File: config.mk
export PLATFORM = sky130hd
export DESIGN_NAME = split_target_port_flat
export DESIGN_NICKNAME = d
export VERILOG_FILES = /design/src/rtl/sbus_pkg.sv /design/src/rtl/split_target_port_if.sv /design/src/rtl/sbus_shift_reg.sv /design/src/rtl/split_target_port.sv /design/src/flat_wrapper.sv
export SDC_FILE = /design/constraint.sdc
export NUM_CORES = 1
export LEC_CHECK = 0
export CORE_MARGIN = 2
export CORE_UTILIZATION = 41
export DETAILED_ROUTE_END_ITERATION = 10
export GPL_TIMING_DRIVEN = 0
export PLACE_DENSITY = 0.65
export SLEW_MARGIN = 20
export SYNTH_ARGS = -nofsm -noshare
export SYNTH_HDL_FRONTEND = slang
export SYNTH_HIERARCHICAL = 1
export SYNTH_SLANG_ARGS = --single-unit
File: constraint.sdc
create_clock -name clk -period 1.8 [get_ports clk]
set_input_delay 0.36 -clock clk [delete_from_list [all_inputs] [get_ports clk]]
set_output_delay 0.36 -clock clk [all_outputs]
set_load 0.1 [all_outputs]
File: src/rtl/sbus_pkg.sv
// Shared types and default widths for the serial-bus split target port.
package sbus_pkg;

  typedef enum logic [2:0] {
    ST_IDLE,
    ST_RX_ADDR,
    ST_RX_DATA,
    ST_ISSUE,
    ST_WAIT_RESP,
    ST_TX_DATA,
    ST_DONE
  } state_e;

  localparam int DEF_ADDR_WIDTH = 16;
  localparam int DEF_DATA_WIDTH = 8;

  // Serial bits are only consumed while a request is still being assembled.
  function automatic logic accepts_bits(input state_e s);
    return (s == ST_IDLE) || (s == ST_RX_ADDR) || (s == ST_RX_DATA);
  endfunction

endpackage

File: src/rtl/split_target_port_if.sv
// Serial bus side of the split target port: bit-serial request in, bit-serial read data and status out.
interface split_target_port_if;

  logic bus_valid;
  logic bus_mode;
  logic bus_bit;
  logic bus_ready;
  logic bus_rdata_bit;
  logic bus_rdata_valid;
  logic bus_ack;
  logic bus_split;
  logic bus_err;

  modport master (
    output bus_valid, bus_mode, bus_bit,
    input  bus_ready, bus_rdata_bit, bus_rdata_valid, bus_ack, bus_split, bus_err
  );

  modport slave (
    input  bus_valid, bus_mode, bus_bit,
    output bus_ready, bus_rdata_bit, bus_rdata_valid, bus_ack, bus_split, bus_err
  );

endinterface

File: src/rtl/sbus_shift_reg.sv
// Right-shifting register with parallel load: serial data enters at the MSB so LSB-first streams
// assemble in place, and bit 0 is the next bit to leave.
module sbus_shift_reg #(
  parameter int WIDTH = 8
) (
  input  logic             clk,
  input  logic             rst,
  input  logic             load,
  input  logic [WIDTH-1:0] load_val,
  input  logic             shift_en,
  input  logic             ser_in,
  output logic [WIDTH-1:0] par_out
);

  logic [WIDTH-1:0] sr_q, sr_d;

  always_comb begin
    sr_d = sr_q;
    if (load) begin
      sr_d = load_val;
    end else if (shift_en) begin
      sr_d = {ser_in, sr_q[WIDTH-1:1]};
    end
  end

  always_ff @(posedge clk) begin
    if (rst) begin
      sr_q <= '0;
    end else begin
      sr_q <= sr_d;
    end
  end

  assign par_out = sr_q;

endmodule

File: src/rtl/split_target_port.sv
// Serial-bus target port: deserialises address/write data, issues one parallel request to the
// target, and handles ack, split (deferred read), timeout and serial read-data return.
module split_target_port
  import sbus_pkg::*;
#(
  parameter int ADDR_WIDTH = DEF_ADDR_WIDTH,
  parameter int DATA_WIDTH = DEF_DATA_WIDTH,
  parameter int TIMEOUT    = 64
) (
  input  logic                  clk,
  input  logic                  rst,
  split_target_port_if.slave    bus,
  output logic [ADDR_WIDTH-1:0] target_addr_in,
  output logic                  target_addr_in_valid,
  output logic [DATA_WIDTH-1:0] target_data_in,
  output logic                  target_data_in_valid,
  output logic                  target_rw,
  input  logic [DATA_WIDTH-1:0] target_data_out,
  input  logic                  target_data_out_valid,
  input  logic                  target_ack,
  input  logic                  target_split_ack,
  input  logic                  target_ready
);

  localparam int CNT_MAX = (ADDR_WIDTH > DATA_WIDTH) ? ADDR_WIDTH : DATA_WIDTH;
  localparam int CNT_W   = $clog2(CNT_MAX + 1);
  localparam int TMO_W   = $clog2(TIMEOUT);
  localparam logic [CNT_W-1:0] ADDR_LAST = CNT_W'(ADDR_WIDTH - 1);
  localparam logic [CNT_W-1:0] DATA_LAST = CNT_W'(DATA_WIDTH - 1);
  localparam logic [TMO_W-1:0] TMO_LAST  = TMO_W'(TIMEOUT - 1);

  state_e           state_q, state_d;
  logic [CNT_W-1:0] bit_cnt_q, bit_cnt_d;
  logic [TMO_W-1:0] tmo_cnt_q, tmo_cnt_d;
  logic             frozen_q, frozen_d;
  logic             is_write_q, is_write_d;
  logic             req_q, req_d;
  logic             wreq_q, wreq_d;
  logic             rw_q, rw_d;
  logic             ack_q, ack_d;
  logic             split_q, split_d;
  logic             err_q, err_d;
  logic             rdv_q, rdv_d;
  logic             ready_q, ready_d;

  logic             addr_shift, data_shift, tx_load, tx_shift;
  logic [DATA_WIDTH-1:0] tx_par;

  always_comb begin
    state_d    = state_q;
    bit_cnt_d  = bit_cnt_q;
    tmo_cnt_d  = tmo_cnt_q;
    frozen_d   = frozen_q;
    is_write_d = is_write_q;
    req_d      = 1'b0;
    wreq_d     = 1'b0;
    ack_d      = 1'b0;
    split_d    = 1'b0;
    err_d      = 1'b0;
    addr_shift = 1'b0;
    data_shift = 1'b0;
    tx_load    = 1'b0;
    tx_shift   = 1'b0;

    case (state_q)
      ST_IDLE: begin
        if (bus.bus_valid) begin
          is_write_d = bus.bus_mode;
          addr_shift = 1'b1;
          bit_cnt_d  = CNT_W'(1);
          frozen_d   = 1'b0;
          state_d    = ST_RX_ADDR;
        end
      end
      ST_RX_ADDR: begin
        if (bus.bus_valid) begin
          addr_shift = 1'b1;
          if (bit_cnt_q == ADDR_LAST) begin
            bit_cnt_d = '0;
            state_d   = is_write_q ? ST_RX_DATA : ST_ISSUE;
          end else begin
            bit_cnt_d = bit_cnt_q + CNT_W'(1);
          end
        end
      end
      ST_RX_DATA: begin
        if (bus.bus_valid) begin
          data_shift = 1'b1;
          if (bit_cnt_q == DATA_LAST) begin
            bit_cnt_d = '0;
            state_d   = ST_ISSUE;
          end else begin
            bit_cnt_d = bit_cnt_q + CNT_W'(1);
          end
        end
      end
      ST_ISSUE: begin
        if (target_ready) begin
          req_d     = 1'b1;
          wreq_d    = is_write_q;
          tmo_cnt_d = '0;
          frozen_d  = 1'b0;
          state_d   = ST_WAIT_RESP;
        end
      end
      ST_WAIT_RESP: begin
        // An ack always takes priority over a split request in the same cycle.
        if (target_ack) begin
          if (is_write_q) begin
            ack_d   = 1'b1;
            state_d = ST_IDLE;
          end else if (target_data_out_valid) begin
            tx_load   = 1'b1;
            bit_cnt_d = '0;
            state_d   = ST_TX_DATA;
          end else begin
            err_d   = 1'b1;
            state_d = ST_IDLE;
          end
        end else if (!is_write_q && target_split_ack && !frozen_q) begin
          split_d  = 1'b1;
          frozen_d = 1'b1;
        end else if (!frozen_q) begin
          if (tmo_cnt_q == TMO_LAST) begin
            err_d   = 1'b1;
            state_d = ST_IDLE;
          end else begin
            tmo_cnt_d = tmo_cnt_q + TMO_W'(1);
          end
        end
      end
      ST_TX_DATA: begin
        tx_shift = 1'b1;
        if (bit_cnt_q == DATA_LAST) begin
          bit_cnt_d = '0;
          ack_d     = 1'b1;
          state_d   = ST_DONE;
        end else begin
          bit_cnt_d = bit_cnt_q + CNT_W'(1);
        end
      end
      ST_DONE: begin
        state_d = ST_IDLE;
      end
      default: begin
        state_d = ST_IDLE;
      end
    endcase

    rw_d    = (state_d == ST_WAIT_RESP || state_d == ST_TX_DATA || state_d == ST_DONE) ?
              is_write_q : 1'b0;
    rdv_d   = (state_d == ST_TX_DATA);
    ready_d = accepts_bits(state_d);
  end

  always_ff @(posedge clk) begin
    if (rst) begin
      state_q    <= ST_IDLE;
      bit_cnt_q  <= '0;
      tmo_cnt_q  <= '0;
      frozen_q   <= 1'b0;
      is_write_q <= 1'b0;
      req_q      <= 1'b0;
      wreq_q     <= 1'b0;
      rw_q       <= 1'b0;
      ack_q      <= 1'b0;
      split_q    <= 1'b0;
      err_q      <= 1'b0;
      rdv_q      <= 1'b0;
      ready_q    <= 1'b1;
    end else begin
      state_q    <= state_d;
      bit_cnt_q  <= bit_cnt_d;
      tmo_cnt_q  <= tmo_cnt_d;
      frozen_q   <= frozen_d;
      is_write_q <= is_write_d;
      req_q      <= req_d;
      wreq_q     <= wreq_d;
      rw_q       <= rw_d;
      ack_q      <= ack_d;
      split_q    <= split_d;
      err_q      <= err_d;
      rdv_q      <= rdv_d;
      ready_q    <= ready_d;
    end
  end

  sbus_shift_reg #(.WIDTH(ADDR_WIDTH)) u_addr_sr (
    .clk      (clk),
    .rst      (rst),
    .load     (1'b0),
    .load_val ('0),
    .shift_en (addr_shift),
    .ser_in   (bus.bus_bit),
    .par_out  (target_addr_in)
  );

  sbus_shift_reg #(.WIDTH(DATA_WIDTH)) u_data_sr (
    .clk      (clk),
    .rst      (rst),
    .load     (1'b0),
    .load_val ('0),
    .shift_en (data_shift),
    .ser_in   (bus.bus_bit),
    .par_out  (target_data_in)
  );

  sbus_shift_reg #(.WIDTH(DATA_WIDTH)) u_tx_sr (
    .clk      (clk),
    .rst      (rst),
    .load     (tx_load),
    .load_val (target_data_out),
    .shift_en (tx_shift),
    .ser_in   (1'b0),
    .par_out  (tx_par)
  );

  // Only bit 0 of the TX register is ever presented on the bus.
  logic unused_tx_hi;
  assign unused_tx_hi = ^tx_par[DATA_WIDTH-1:1];

  assign target_addr_in_valid = req_q;
  assign target_data_in_valid = wreq_q;
  assign target_rw            = rw_q;
  assign bus.bus_ready        = ready_q;
  assign bus.bus_rdata_valid  = rdv_q;
  assign bus.bus_rdata_bit    = rdv_q & tx_par[0];
  assign bus.bus_ack          = ack_q;
  assign bus.bus_split        = split_q;
  assign bus.bus_err          = err_q;

endmodule

File: src/flat_wrapper.sv
// flat-port wrapper written by rule: the top's interface ports become plain ports
module split_target_port_flat import sbus_pkg::*;
#(
  parameter int ADDR_WIDTH = DEF_ADDR_WIDTH,
  parameter int DATA_WIDTH = DEF_DATA_WIDTH,
  parameter int TIMEOUT    = 64
)
  (clk, rst, target_addr_in, target_addr_in_valid, target_data_in, target_data_in_valid, target_rw, target_data_out, target_data_out_valid, target_ack, target_split_ack, target_ready, bus_bus_valid, bus_bus_mode, bus_bus_bit, bus_bus_ready, bus_bus_rdata_bit, bus_bus_rdata_valid, bus_bus_ack, bus_bus_split, bus_bus_err);
  split_target_port_if bus_i ();
  input  logic clk;
  input  logic rst;
  output logic [ADDR_WIDTH-1:0] target_addr_in;
  output logic target_addr_in_valid;
  output logic [DATA_WIDTH-1:0] target_data_in;
  output logic target_data_in_valid;
  output logic target_rw;
  input  logic [DATA_WIDTH-1:0] target_data_out;
  input  logic target_data_out_valid;
  input  logic target_ack;
  input  logic target_split_ack;
  input  logic target_ready;
  input wire logic [$bits(bus_i.bus_valid)-1:0] bus_bus_valid;
  input wire logic [$bits(bus_i.bus_mode)-1:0] bus_bus_mode;
  input wire logic [$bits(bus_i.bus_bit)-1:0] bus_bus_bit;
  output wire logic [$bits(bus_i.bus_ready)-1:0] bus_bus_ready;
  output wire logic [$bits(bus_i.bus_rdata_bit)-1:0] bus_bus_rdata_bit;
  output wire logic [$bits(bus_i.bus_rdata_valid)-1:0] bus_bus_rdata_valid;
  output wire logic [$bits(bus_i.bus_ack)-1:0] bus_bus_ack;
  output wire logic [$bits(bus_i.bus_split)-1:0] bus_bus_split;
  output wire logic [$bits(bus_i.bus_err)-1:0] bus_bus_err;
  assign bus_i.bus_valid = bus_bus_valid;
  assign bus_i.bus_mode = bus_bus_mode;
  assign bus_i.bus_bit = bus_bus_bit;
  assign bus_bus_ready = bus_i.bus_ready;
  assign bus_bus_rdata_bit = bus_i.bus_rdata_bit;
  assign bus_bus_rdata_valid = bus_i.bus_rdata_valid;
  assign bus_bus_ack = bus_i.bus_ack;
  assign bus_bus_split = bus_i.bus_split;
  assign bus_bus_err = bus_i.bus_err;
  split_target_port #(.ADDR_WIDTH(ADDR_WIDTH), .DATA_WIDTH(DATA_WIDTH), .TIMEOUT(TIMEOUT)) u_core (.clk(clk), .rst(rst), .bus(bus_i), .target_addr_in(target_addr_in), .target_addr_in_valid(target_addr_in_valid), .target_data_in(target_data_in), .target_data_in_valid(target_data_in_valid), .target_rw(target_rw), .target_data_out(target_data_out), .target_data_out_valid(target_data_out_valid), .target_ack(target_ack), .target_split_ack(target_split_ack), .target_ready(target_ready));
endmodule
==> impl_summary.txt <==
----------------------------------------------------
[Run status]
  Run status ... completed

[Place]
  Final weighted congestion in routability-driven placement ... 0.868
  Placed instance area ... 3710 um2
  Port Buffers ... 48
  Detailed Place HPWL ... 4860 um

[Die]
  Die Wd ... 88.8 um
  Total die area ... 7890 um2
  Top-Level Pins ... 50
  Die Y-Extent ... 88.8 um
  Standard-cell rows ... 30
  Core Footprint ... approximately 6900 um2
  Initial cell density of the core ... 42.9%

[Yosys]
  Main area contributors after synthesis ... dfxtp_1 38%, mux2i_1 12%, nor2b_1 8.3%
  Predominant post-synthesis flop cell ... dfxtp_1
  Number of warnings reported in the yosys synthesis log ... 6
  Post-synth top area share ... 38.0%
  Post-synth top area cell ... dfxtp_1
  Syn_area_per_cell ... a little under 10 um2
  Share of flip-flops with an asynchronous set or reset after synthesis ... 0%
  Synth cell types ... 53
  Count of flip-flops with a built-in enable after synthesis ... 0
  Gate count of the mapped netlist ... 303
  Mapped cell area ... between 2000 and 3000 um2
  Seq/Total Area, Yosys ... 38.0%
  #FFs+latches synth ... 56

[Finish]
  Layout cells sized above 1 ... 23.1%
  Final antenna diode count ... 0
  Count of nets after finishing ... 421
  Filler instances ... 642
  Commonest cells after routing, fill and taps aside ... 51 x dfxtp_1, 42 x conb_1, 36 x nor2b_1, 36 x mux2i_1, 29 x clkdlybuf4s15_2
  Footprint of the multi-input gates ... ~1900 um2
  Storage element area ... roughly 1100 um2
  Final standard cell utilization of the core ... 56.5%
  Commonest non-fill, non-tap cell in the layout ... dfxtp_1
  Final design instance area without fill ... ~4000 um2
  Area delta synth->final ... 31.7%

[Hold path]
  Worst Hold End ... u_core/u_addr_sr/par_out[15]
  Startpoint of the worst hold path ... rst
  Tightest Hold Check Type ... primary input to flop
  Number of cells on the worst hold path ... 2

[Run]
  Max-Cap Viols ... 0

[Clocking]
  CTS tree ... done
  Skew-Pair Late Insertion Delay ... 0.30 ns
  Root Buffer Master ... clkbuf_8
  CTS max path bufs ... 2
  Hold buffer count at CTS ... 0
  Clk slew on worst S/H paths ... 0.09 ns
  CTS HTree Levels ... 2
  CTS sink cnt ... 56
  Number of clock buffers inserted by TritonCTS ... 5

[Pwr]
  Pwr/cell area ... a little over 700 nW/um2
  Total power consumption of the routed design ... about 2700 uW
  Pleak ... 0.00147 uW
  VDD IR-drop max ... 0.343 mV

[Timing]
  Worst clock skew ... about 0.0060 ns
  Fin Setup TNS ... 0 ns
  Time the final worst path needs with I/O delays and setup ... 1.69 ns
  # setup viols final ... 0
  Final count of hold timing violations ... 0
  Max-slew headroom ... 63.6%
  Tcrit/Tclk final ... 94.1%
  Peak Freq ... between 500 and 600 MHz
  Worst Max-Slew Pin Slew ... about 0.55 ns
  Worst hold slack ... 0.423 ns
  Final Max Tran Viols ... 0

[Setup path]
  Largest fanout on the critical path ... 2
  Reg-to-reg setup timing slack ... 0.12 ns
  Reg2reg end ... u_core/tmo_cnt_q[0]
  Data arrival time of the critical path ... ~1.3 ns
  Required time worst endpoint ... around 1.4 ns
  Worst Reg-to-Reg Cells ... 5
  Reg2Reg Launch Point ... u_core/state_q[1]
  Category of the worst setup path launch point ... flop
  Setup crit end kind ... primary output
  Type of the worst setup path ... flop to primary output

[Routing]
  Antenna Nets Post-Route ... 0
  Post-Route WL ... approximately 6600 um
  DRC marker count from the first detailed-route iteration ... 78
  Vias per Instance ... 4.99
  Routed vias ... ~2500
  Post-route DRC violation count ... 0
  Wire per inst ... 13.4 um
  First-pass iteration count of the detailed router ... 4

[Global route]
  Antenna violations before repair ... 0
  Total Routing Usage GR ... a little under a fifth
  Congestion Overflow GR ... 0
  Number of global-route vias before repair ... 2323
  Largest net degree at the start of global routing ... 16
  Wire length of the first global-routing pass ... 11300 um

----------------------------------------------------
## worst max path at each step
stage	start	endpoint	slack (ns)	cells past startpoint
final	u_core/bus.bus_rdata_valid	bus_bus_rdata_bit	0.11	2
after global routing	u_core/bit_cnt_q[0]	u_core/bit_cnt_q[3]	-0.009	8
after CTS	u_core/target_rw	target_rw	0.003	1
after detailed placement	bus_bus_valid	u_core/u_addr_sr/par_out[3]	-0.43	7
after global placement	bus_bus_valid	u_core/u_addr_sr/par_out[3]	-0.41	7
after floorplan	u_core/bit_cnt_q[0]	u_core/bit_cnt_q[0]	0.09	7
## cell type report
type	instances	share of cell area, %
inverters	8	0.773
repair buffers	49	13.0
flip-flops and latches	56	29.1
clock inverters	1	0.773
well taps	96	3.09
multi-input cells	262	48.2
clock buffers	5	1.77
plain buffers	18	3.35
## layer usage
metal	GRT usage (%)	share of wire [%]	vias to the layer above
li1	-	-	1268
met1	25.4	49	1148
met2	27.9	46	53
met3	3.36	4.2	2
met4	5.65	0.82	0
met5	0	0	-
## power breakdown
part	internal (uW)	total, uW	switching (uW)
sequential	1280	1320	36.7
combinational	180	623	442
clock	401	794	394
## cell usage after synthesis (all sizes together) (3+ instances only)
master,count
nand2,12
o21ai,4
a21oi,10
clkbuf,4
inv,8
ha,4
o211ai,6
or3,3
nor2,14
dfxtp,56
nand3,6
nor2b,39
or4,3
a31oi,4
a211oi,36
nor4,3
buf,14
mux2i,36
and2,3
## cells by family (layout without fill, tap and decap cells)
logic type               after synthesis  count (layout)  share of synthesized area [%]
buffers and inverters                 26              81                           5.22
adder cells (fa/ha/maj)                4               4                           1.70
other                                  1              42                          0.127
AND/OR/NAND/NOR                      105             105                           22.3
multiplexers                          38              38                           13.0
flip-flops                            56              56                           38.0
AO/OA/AOI/OAI                         73              73                           19.7
## critical path, stage by stage (launching register included)
cell	delay, ns
dfxtp_2	0.34
and2_2	0.14
clkdlybuf4s15_2	0.55
## repair_timing
action                     4_1_cts  5_1_grt
buffers inserted                 1        0
pin swaps                        1        1
setup endpoints to repair       57       25
resized for setup              101       19
## flip-flops by register name, summed over array words and instances (netlist names), 3 cells and up
name and cells:
u_core/u_addr_sr/par_out 16, u_core/bit_cnt_q 5, u_core/tmo_cnt_q 6, u_core/u_tx_sr/par_out 8
u_core/state_q 3, u_core/u_data_sr/par_out 8
## per-stage QoR
| step | std cells | setup WS, ns |
|---|---|---|
| final | 495 | 0.106 |
| after global routing | 495 | -0.00878 |
| after CTS | 495 | 0.00284 |
| after detailed placement | 488 | -0.430 |
| after global placement | 488 | -0.410 |
| after floorplan | 344 | 0.0920 |
Note: power is estimated with default switching activity, not from simulation.
